[config.mk]
export PLATFORM = sky130hd
export DESIGN_NAME = ps2_kbd_fifo
export DESIGN_NICKNAME = d
export VERILOG_FILES = /design/src/rtl/ps2_kbd_fifo.sv
export SDC_FILE = /design/constraint.sdc
export NUM_CORES = 1
export LEC_CHECK = 0
export ABC_AREA = 1
export BUFFER_PORTS_ARGS = -buffer_cell sky130_fd_sc_hd__buf_2
export CORE_UTILIZATION = 50
export DETAILED_ROUTE_END_ITERATION = 12
export PLACE_DENSITY = 0.69
export SYNTH_ARGS = -nofsm -noshare
export SYNTH_HDL_FRONTEND = slang
export SYNTH_SLANG_ARGS = --single-unit
[constraint.sdc]
create_clock -name clk -period 6.2 [get_ports clk]
set_input_delay 0.62 -clock clk [delete_from_list [all_inputs] [get_ports clk]]
set_output_delay 0.62 -clock clk [all_outputs]
set_load 0.01 [all_outputs]
[src/rtl/ps2_kbd_fifo.sv]
// ps2_kbd_fifo: PS/2 keyboard receiver with clock glitch filter, frame checking,
// E0/F0 prefix decoding and a show-ahead FIFO of decoded scan codes.
// Ports:
//   clk, rst (sync, active-low)       system clock and reset
//   ps2c, ps2d                        raw asynchronous PS/2 clock and data
//   rd_en                             pop the head entry (ignored while empty)
//   clr_err                           clear sticky error flags (a set in the same cycle wins)
//   code_valid/code/is_ext/is_break   head entry, zero while empty
//   empty/full/count                  FIFO occupancy
//   overflow/parity_err/frame_err     sticky error flags
//   debug_out                         {8'h0, ovf, perr, ferr, is_break, count[3:0], last byte, code}
module ps2_kbd_fifo #(
    parameter int DEPTH_LOG2 = 3,
    parameter int FILTER_LEN = 4,
    parameter int TIMEOUT    = 20000
) (
    input  logic                  clk,
    input  logic                  rst,
    input  logic                  ps2c,
    input  logic                  ps2d,
    input  logic                  rd_en,
    input  logic                  clr_err,
    output logic                  code_valid,
    output logic [7:0]            code,
    output logic                  is_ext,
    output logic                  is_break,
    output logic                  empty,
    output logic                  full,
    output logic [DEPTH_LOG2:0]   count,
    output logic                  overflow,
    output logic                  parity_err,
    output logic                  frame_err,
    output logic [31:0]           debug_out
);
    localparam int N  = 1 << DEPTH_LOG2;
    localparam int TW = $clog2(TIMEOUT + 1);

    typedef enum logic [1:0] {IDLE, DATA, PARITY, STOP} state_t;

    logic [1:0]            c_q, d_q;
    logic [FILTER_LEN-1:0] flt_q;
    logic                  fclk_q;
    logic                  fall, din;
    state_t                st_q;
    logic [2:0]            bit_q;
    logic [7:0]            sr_q, byte_q, last_q;
    logic                  par_q, done_q;
    logic [TW-1:0]         tmr_q;
    logic                  perr_q, ferr_q, ovf_q, ext_q, brk_q;
    logic [9:0]            mem_q [N];
    logic [DEPTH_LOG2-1:0] wp_q, rp_q;
    logic [DEPTH_LOG2:0]   cnt_q, cnt_d;
    logic                  push_req, push, pop;
    logic [9:0]            head;

    // Two-flop synchronisers feeding the clock glitch filter; the filtered
    // clock only moves once FILTER_LEN consecutive samples agree.
    always_ff @(posedge clk) begin
        if (!rst) begin
            c_q    <= 2'b11;
            d_q    <= 2'b11;
            flt_q  <= '1;
            fclk_q <= 1'b1;
        end else begin
            c_q    <= {c_q[0], ps2c};
            d_q    <= {d_q[0], ps2d};
            flt_q  <= {flt_q[FILTER_LEN-2:0], c_q[1]};
            fclk_q <= (&flt_q) ? 1'b1 : (~|flt_q) ? 1'b0 : fclk_q;
        end
    end

    assign fall = fclk_q & ~|flt_q;
    assign din  = d_q[1];

    // Frame FSM. Flag clears are written first so a set later in the block wins.
    always_ff @(posedge clk) begin
        if (!rst) begin
            st_q   <= IDLE;
            bit_q  <= '0;
            sr_q   <= '0;
            par_q  <= 1'b0;
            tmr_q  <= '0;
            done_q <= 1'b0;
            byte_q <= '0;
            perr_q <= 1'b0;
            ferr_q <= 1'b0;
        end else begin
            done_q <= 1'b0;
            if (clr_err) begin
                perr_q <= 1'b0;
                ferr_q <= 1'b0;
            end
            if (st_q != IDLE && tmr_q == TW'(TIMEOUT)) begin
                st_q   <= IDLE;
                tmr_q  <= '0;
                ferr_q <= 1'b1;
            end else if (fall) begin
                tmr_q <= '0;
                case (st_q)
                    IDLE: if (!din) begin
                        st_q  <= DATA;
                        bit_q <= '0;
                    end
                    DATA: begin
                        sr_q  <= {din, sr_q[7:1]};
                        bit_q <= bit_q + 3'd1;
                        if (bit_q == 3'd7) st_q <= PARITY;
                    end
                    PARITY: begin
                        par_q <= din;
                        st_q  <= STOP;
                    end
                    STOP: begin
                        st_q <= IDLE;
                        if (^{sr_q, par_q} && din) begin
                            done_q <= 1'b1;
                            byte_q <= sr_q;
                        end
                        if (!(^{sr_q, par_q})) perr_q <= 1'b1;
                        if (!din) ferr_q <= 1'b1;
                    end
                endcase
            end else if (st_q != IDLE) begin
                tmr_q <= tmr_q + TW'(1);
            end
        end
    end

    // A push while full succeeds only if a pop frees a slot in the same cycle.
    assign push_req = done_q && byte_q != 8'hE0 && byte_q != 8'hF0;
    assign pop      = rd_en & ~empty;
    assign push     = push_req & (~full | pop);
    assign cnt_d    = cnt_q + (DEPTH_LOG2+1)'(push) - (DEPTH_LOG2+1)'(pop);

    always_ff @(posedge clk) begin
        if (!rst) begin
            ext_q  <= 1'b0;
            brk_q  <= 1'b0;
            last_q <= '0;
            ovf_q  <= 1'b0;
            wp_q   <= '0;
            rp_q   <= '0;
            cnt_q  <= '0;
        end else begin
            if (clr_err) ovf_q <= 1'b0;
            if (done_q) begin
                last_q <= byte_q;
                if (byte_q == 8'hE0) ext_q <= 1'b1;
                else if (byte_q == 8'hF0) brk_q <= 1'b1;
                else begin
                    ext_q <= 1'b0;
                    brk_q <= 1'b0;
                    if (!push) ovf_q <= 1'b1;
                end
            end
            if (push) wp_q <= wp_q + DEPTH_LOG2'(1);
            if (pop) rp_q <= rp_q + DEPTH_LOG2'(1);
            cnt_q <= cnt_d;
        end
    end

    always_ff @(posedge clk) begin
        if (push) mem_q[wp_q] <= {ext_q, brk_q, byte_q};
    end

    assign empty      = cnt_q == '0;
    assign full       = cnt_q == (DEPTH_LOG2+1)'(N);
    assign count      = cnt_q;
    assign head       = empty ? 10'd0 : mem_q[rp_q];
    assign code_valid = ~empty;
    assign code       = head[7:0];
    assign is_break   = head[8];
    assign is_ext     = head[9];
    assign overflow   = ovf_q;
    assign parity_err = perr_q;
    assign frame_err  = ferr_q;
    assign debug_out  = {8'h00, ovf_q, perr_q, ferr_q, head[8], 4'(cnt_q), last_q, head[7:0]};
endmodule

# ---- Word-level counts from Yosys, hierarchy flattened
# Memory sizes are Yosys's and may differ from the RTL's. A register that Yosys moved wholly into a read port is not among the register bits.
# Cells that the tools add are included.
dict set report classes {
  n_addsub 6
  n_eq_ne 13
  mux 29
  bitwise_logic 11
  reduce_logical 23
}
# operator count
set ops {}
lappend ops {{1-bit two-way mux} 21}
lappend ops {{8-bit equality test (second input constant)} 2}
lappend ops {{8-bit != test (second input constant)} 2}
lappend ops {{15-bit by 1-bit adder with 15-bit output (second input constant)} 1}
lappend ops {{15-bit equality test (second input constant)} 1}
lappend ops {{4-bit AND reduction} 3}
lappend ops {{10-bit two-way mux} 1}
lappend ops {{3-bit by 1-bit adder with 3-bit output (second input constant)} 3}
lappend ops {{3-bit two-way mux} 3}
lappend ops {{3-bit AND reduction} 3}
lappend ops {{9-bit XOR reduction} 1}
lappend ops {{2-bit one-hot mux with 4 select lines} 1}
lappend ops {{4-bit OR reduction} 2}
lappend ops {{1-bit NOT} 7}
lappend ops {{2-bit != test (second input constant)} 3}
lappend ops {{3-bit one-hot mux with 2 select lines} 1}
lappend ops {{4-bit by 1-bit adder with 4-bit output} 1}
lappend ops {{2-bit equality test (second input constant)} 2}
lappend ops {{4-bit equality test (second input constant)} 1}
lappend ops {{1-bit logical AND} 4}
lappend ops {{4-bit zero test} 1}
lappend ops {{2-bit two-way mux} 2}
lappend ops {{2-bit AND reduction} 2}
lappend ops {{2-bit nonzero test} 2}
lappend ops {{other kinds (9)} 12}
dict set report word_totals {
  regBits 70
  ramBits 80
  inputBits 6
  output_inout_bits 52
  elab_cells 103
  mem_count 1
}
# name depth word_bits read_ports rd_ports_with_merged_regs wr line
set memory_table {}
lappend memory_table {mem_q 8 10 1 1 1 50} ;# logic [9:0] mem_q [N];

# ---- Logic depth before layout (Yosys ltp)
dict set report depth {
  depth_word 9
  ltp_mapped 15
}

# ---- Worst setup path after synthesis
# OpenSTA, ideal clock, no wires.
dict set report synth_timing {
  path_kind {flip-flop to flip-flop}
  from {register cnt_q[2] (netlist: count[2])}
  to {memory mem_q[1][0], enable pin}
  arrival_ns 1.844
  required_ns 5.810
  setup_slack_ns 3.966
  stages_incl_launch_ff 8
  path_cell_list {dfxtp_1 > inv_1 > ha_1 > nand2_1 > nand2_1 > nand2_1 > nand3_2 > nor3_1}
}
dict set report synth_between {
  elab_chain_cells 7
}
# element line
set synth_lines {}
lappend synth_lines {{start: declaration} 52} ;# logic [DEPTH_LOG2:0] cnt_q, cnt_d;
lappend synth_lines {{start signal: assignment} 158} ;# cnt_q <= cnt_d;
lappend synth_lines {{4-bit zero test} 166} ;# assign empty = cnt_q == '0;
lappend synth_lines {{1-bit NOT} 131} ;# assign pop = rd_en & ~empty;
lappend synth_lines {{1-bit bitwise AND} 131}
lappend synth_lines {{1-bit bitwise OR (*)} 132} ;# assign push = push_req & (~full | pop);
lappend synth_lines {{1-bit bitwise AND (*)} 132}
lappend synth_lines {{1-bit two-way mux (*)} 163} ;# if (push) mem_q[wp_q] <= {ext_q, brk_q, byte_q};
lappend synth_lines {{1-bit two-way mux (not written as such) (*)} 163}
lappend synth_lines {{end: declaration} 50}
# Mark *: on every way between the ends. The rest lies on a longest branch, timed or not.

==> results.md <==
- Status: finished, final reports clean
- Top Ports: 58
- Number of placement rows: 41
- Core ar.: 12800 µm²
- Clock tree buffer depth: 2
- Beginning of the worst register-to-register path: count[2]
- Slowest CP cell: sky130_fd_sc_hd__inv_1
- Top FF cell, synth: sky130_fd_sc_hd__edfxtp_1
- Ratio of total power to cell area: approximately 360 nW/µm²
- Signal arrival time at the worst endpoint: 2.78 ns
- Width of the die: 117 µm
- Worst Path Class, Setup: reg2out
- Multi-input logic area: 2260 µm²
- Final hold violations: 0
- Clock-pin transition on the worst setup and hold timing paths: 0.06 ns
- Cells after Synth: 702
- Nature of the critical path endpoint: primary output
- Final-report max-slew violation count: 0
- Post-synthesis to final-layout area growth: 11.8%
- H-Tree Level Count: 4
- Final-stage net count: 756
- Global-route total usage across every layer: 20.0%
- Setup clock skew after layout: 0.00633 ns
- Starting density of the core: 52.1%
- Hold path depth: 2
- Remaining max-slew budget at the tightest pin: 17.5%
- Share of the synthesized area in the top cell type: around 36%
- Number of maximum-capacitance violations: 0
- Largest area contributor in the netlist: sky130_fd_sc_hd__edfxtp_1
- CP required: 5.58 ns
- Largest vdd supply drop: 0.185 mV
- Syn avg cell area: 9.48 µm²
- Unrepaired setup endpoints after global routing: no
- Most frequent cell after synthesis: sky130_fd_sc_hd__nor2_1
- DRT Pass-1 Iters: 4
- Setup fix buffers added after clock tree synthesis: 0
- Remaining antenna violation count after routing: 0
- Number of buffers added by the clock tree synthesis step: 17
- Hold_sp: ps2d
- Simple logic cell fraction of the synthesized area: 18.9%
- Synth Cell Area: 6650 µm²
- CTS Sinks: approximately 150
- Worst-Margin Slew: around 1.2 ns
- IO buf count: 49
- Count of antenna diodes in the layout: 0
- WL met1: 5820 µm
- Synth unique cells: 37
- Final standard cell count with taps included and fillers excluded: just over 900
- Total of fill cells in the finished design: 1114
- Fmax: between 0.2 and 0.3 GHz
- Number of synthesized flops with an enable pin: 80
- CTS Hold Bufs: 0
- Most used cell along the critical path: sky130_fd_sc_hd__nor2_1
- Via density per instance: 5.13
- Clock tree root driver cell: sky130_fd_sc_hd__clkbuf_16
- Total leakage power: 3.11 nW
- Clock latency at the later pin of the worst-skew pair: 0.42 ns
- Reg2Reg Capture Point: mem_q[4][6]
- Reg2reg setup slack: between 3 and 4 ns
- Worst Setup Start Kind: flip-flop
- Iter 0 DRT Violations: 367
- Total length of routed met2 wires: around 6400 µm
- Worst R2R Path Depth: 9
- Layout cells sized above 1: between 15 and 20%
- Overall overflow remaining after global route: 0
- Via Count: 4707
- Via count of the first global-routing pass: 4476
- Count of final setup violators: 0
- Dpl hpwl: 8820 µm
- Family with the most delay on the worst path: buffers and inverters
- Post-route fraction of the period consumed by the critical path: 54.8%
- Drt drc: 0
- Hold endpoint: d_q[0]
- Area after DPL: 6890 µm²
- Storage cell area: 3860 µm²
- Most area-consuming cells after synthesis: sky130_fd_sc_hd__edfxtp_1 (36%), sky130_fd_sc_hd__dfxtp_1 (22%), sky130_fd_sc_hd__nor2_1 (7.4%), sky130_fd_sc_hd__nand2_1 (5.1%), sky130_fd_sc_hd__o21ai_0 (4.2%)
- Dominant combinational cell family by area after synthesis: simple AND/OR/NAND/NOR gates
- Most used standard cells in the synthesized netlist: sky130_fd_sc_hd__nor2_1 (132), sky130_fd_sc_hd__nand2_1 (90), sky130_fd_sc_hd__edfxtp_1 (80)
- Total Neg Setup Slack: 0 ns
- Maximum fanout along the worst path: 41
- Worst path max stage delay: approximately 0.94 ns
- Area share of fa/ha/maj cells after synthesis: about 3.3%
- Share of synthesized area occupied by flip-flops and latches: 58.1%
- Initial antenna violation count: 0
- Fraction of synthesized area in multiplexers: 0%
- Complex-gate fraction of the synthesized area: roughly a tenth
- DIE AREA: 13800 µm²
- Top layer in use: met4
- Parity-gate share of the synthesized area counting xor and xnor cells: 0.658%
- Met3 wirelength from detailed routing: 530 µm
- Final critical-path required period: 3.40 ns
- Final RePlAce weighted congestion: 0.802
- Type of the most critical hold path: in2reg
- Quantity of gates resized following cts: 0
- Post-route cell area: 7440 µm²
- Routed wirelength normalized by instance count: 14.0 µm
- Buffer and inverter count on the worst path: 3
- Synth warnings: 0
- DP Cell Count: 886
- Final routed wirelength across all metal layers: 12900 µm
- Global-route wire length before repair: 21600 µm
- Largest net degree at the start of global routing: 42
- Y dimension of the die: ~120 µm
- CTS tree: done
- Async SR Flop Fraction: 0%
- List of cells traversed by the critical path: buf_4 > inv_1 > nor2_1 > o32ai_1 > nor2_1 > nor2_1 > buf_2
- Total of flip-flops plus latches after synthesis: 153
[how the worst max path moves through the flow]
stage | from | to | slack, ns | cells past startpoint
after global placement | flip-flop | code[3] | 3.31 | 7
final | flip-flop | code[3] | 2.80 | 7
after CTS | flip-flop | is_ext | 2.75 | 7
after global routing | flip-flop | code[4] | 2.56 | 7
after floorplan | count[2] | mem_q[1][0] | 3.97 | 7
after detailed placement | count[2] | mem_q[4][2] | 3.22 | 9
[through the flow]
| stage | worst slack [ns] | power (mW) | hold WS (ns) | utilization (%) |
|---|---|---|---|---|
| after floorplan | 3.97 | 1.62 | 0.393 | - |
| after global placement | 3.31 | 1.75 | 0.395 | 53.9 |
| after detailed placement | 3.22 | 1.76 | 0.401 | 53.9 |
| after CTS | 2.75 | 2.72 | 0.366 | 58.3 |
| after global routing | 2.56 | 2.83 | 0.377 | 58.3 |
| final | 2.80 | 2.70 | 0.382 | 58.3 |
[report_power, final]
part / total, mW / switching [mW] / internal [mW]
Combinational: 0.638 / 0.402 / 0.236
Clock: 0.961 / 0.408 / 0.553
Sequential: 1.10 / 0.0184 / 1.08
Total: 2.70 / 0.828 / 1.87
[state kept, by name (all words and copies together) (netlist names), 4 cells and up, named ones only]
name / cells
mem_q: 80
byte_q: 8
sr_q: 8
last_q: 8
tmr_q: 15
count: 4
flt_q: 4
[kinds of logic (layout without fill, tap and decap cells)]
| family | Yosys count | in the layout |
|---|---|---|
| adder cells (fa/ha/maj) | 17 | 17 |
| AND/OR/NAND/NOR | 284 | 284 |
| other | 1 | 8 |
| flip-flops | 153 | 153 |
| buffers and inverters | 120 | 157 |
| XOR/XNOR | 5 | 5 |
| AO/OA/AOI/OAI | 122 | 122 |
[layout make-up]
| class | instances | area share [%] |
|---|---|---|
| well taps | 172 | 2.89 |
| inverters | 72 | 3.63 |
| multi-input cells | 436 | 30.4 |
| flip-flops and latches | 153 | 51.9 |
| repair buffers | 53 | 3.70 |
| clock inverters | 14 | 1.68 |
| clock buffers | 18 | 5.77 |
[cell usage in the layout (no fill, tap or decap), types with 6 or more instances in the layout]
cell,n
sky130_fd_sc_hd__a21oi_1,38
sky130_fd_sc_hd__buf_2,49
sky130_fd_sc_hd__clkbuf_16,17
sky130_fd_sc_hd__conb_1,8
sky130_fd_sc_hd__dfxtp_1,73
sky130_fd_sc_hd__edfxtp_1,80
sky130_fd_sc_hd__ha_1,16
sky130_fd_sc_hd__inv_1,68
sky130_fd_sc_hd__nand2_1,90
sky130_fd_sc_hd__nand3_1,19
sky130_fd_sc_hd__nor2_1,132
sky130_fd_sc_hd__o21ai_0,56
sky130_fd_sc_hd__o32ai_1,20
sky130_fd_sc_hd__or2_2,6
[metal layers]
metal / GRT usage [%] / up-vias
met5: 0 / -
met4: 8.85 / 0
met3: 4.09 / 16
met2: 33.3 / 99
met1: 25.3 / 2210
li1: - / 2382
No activity file was read; power rests on OpenSTA's default activity.
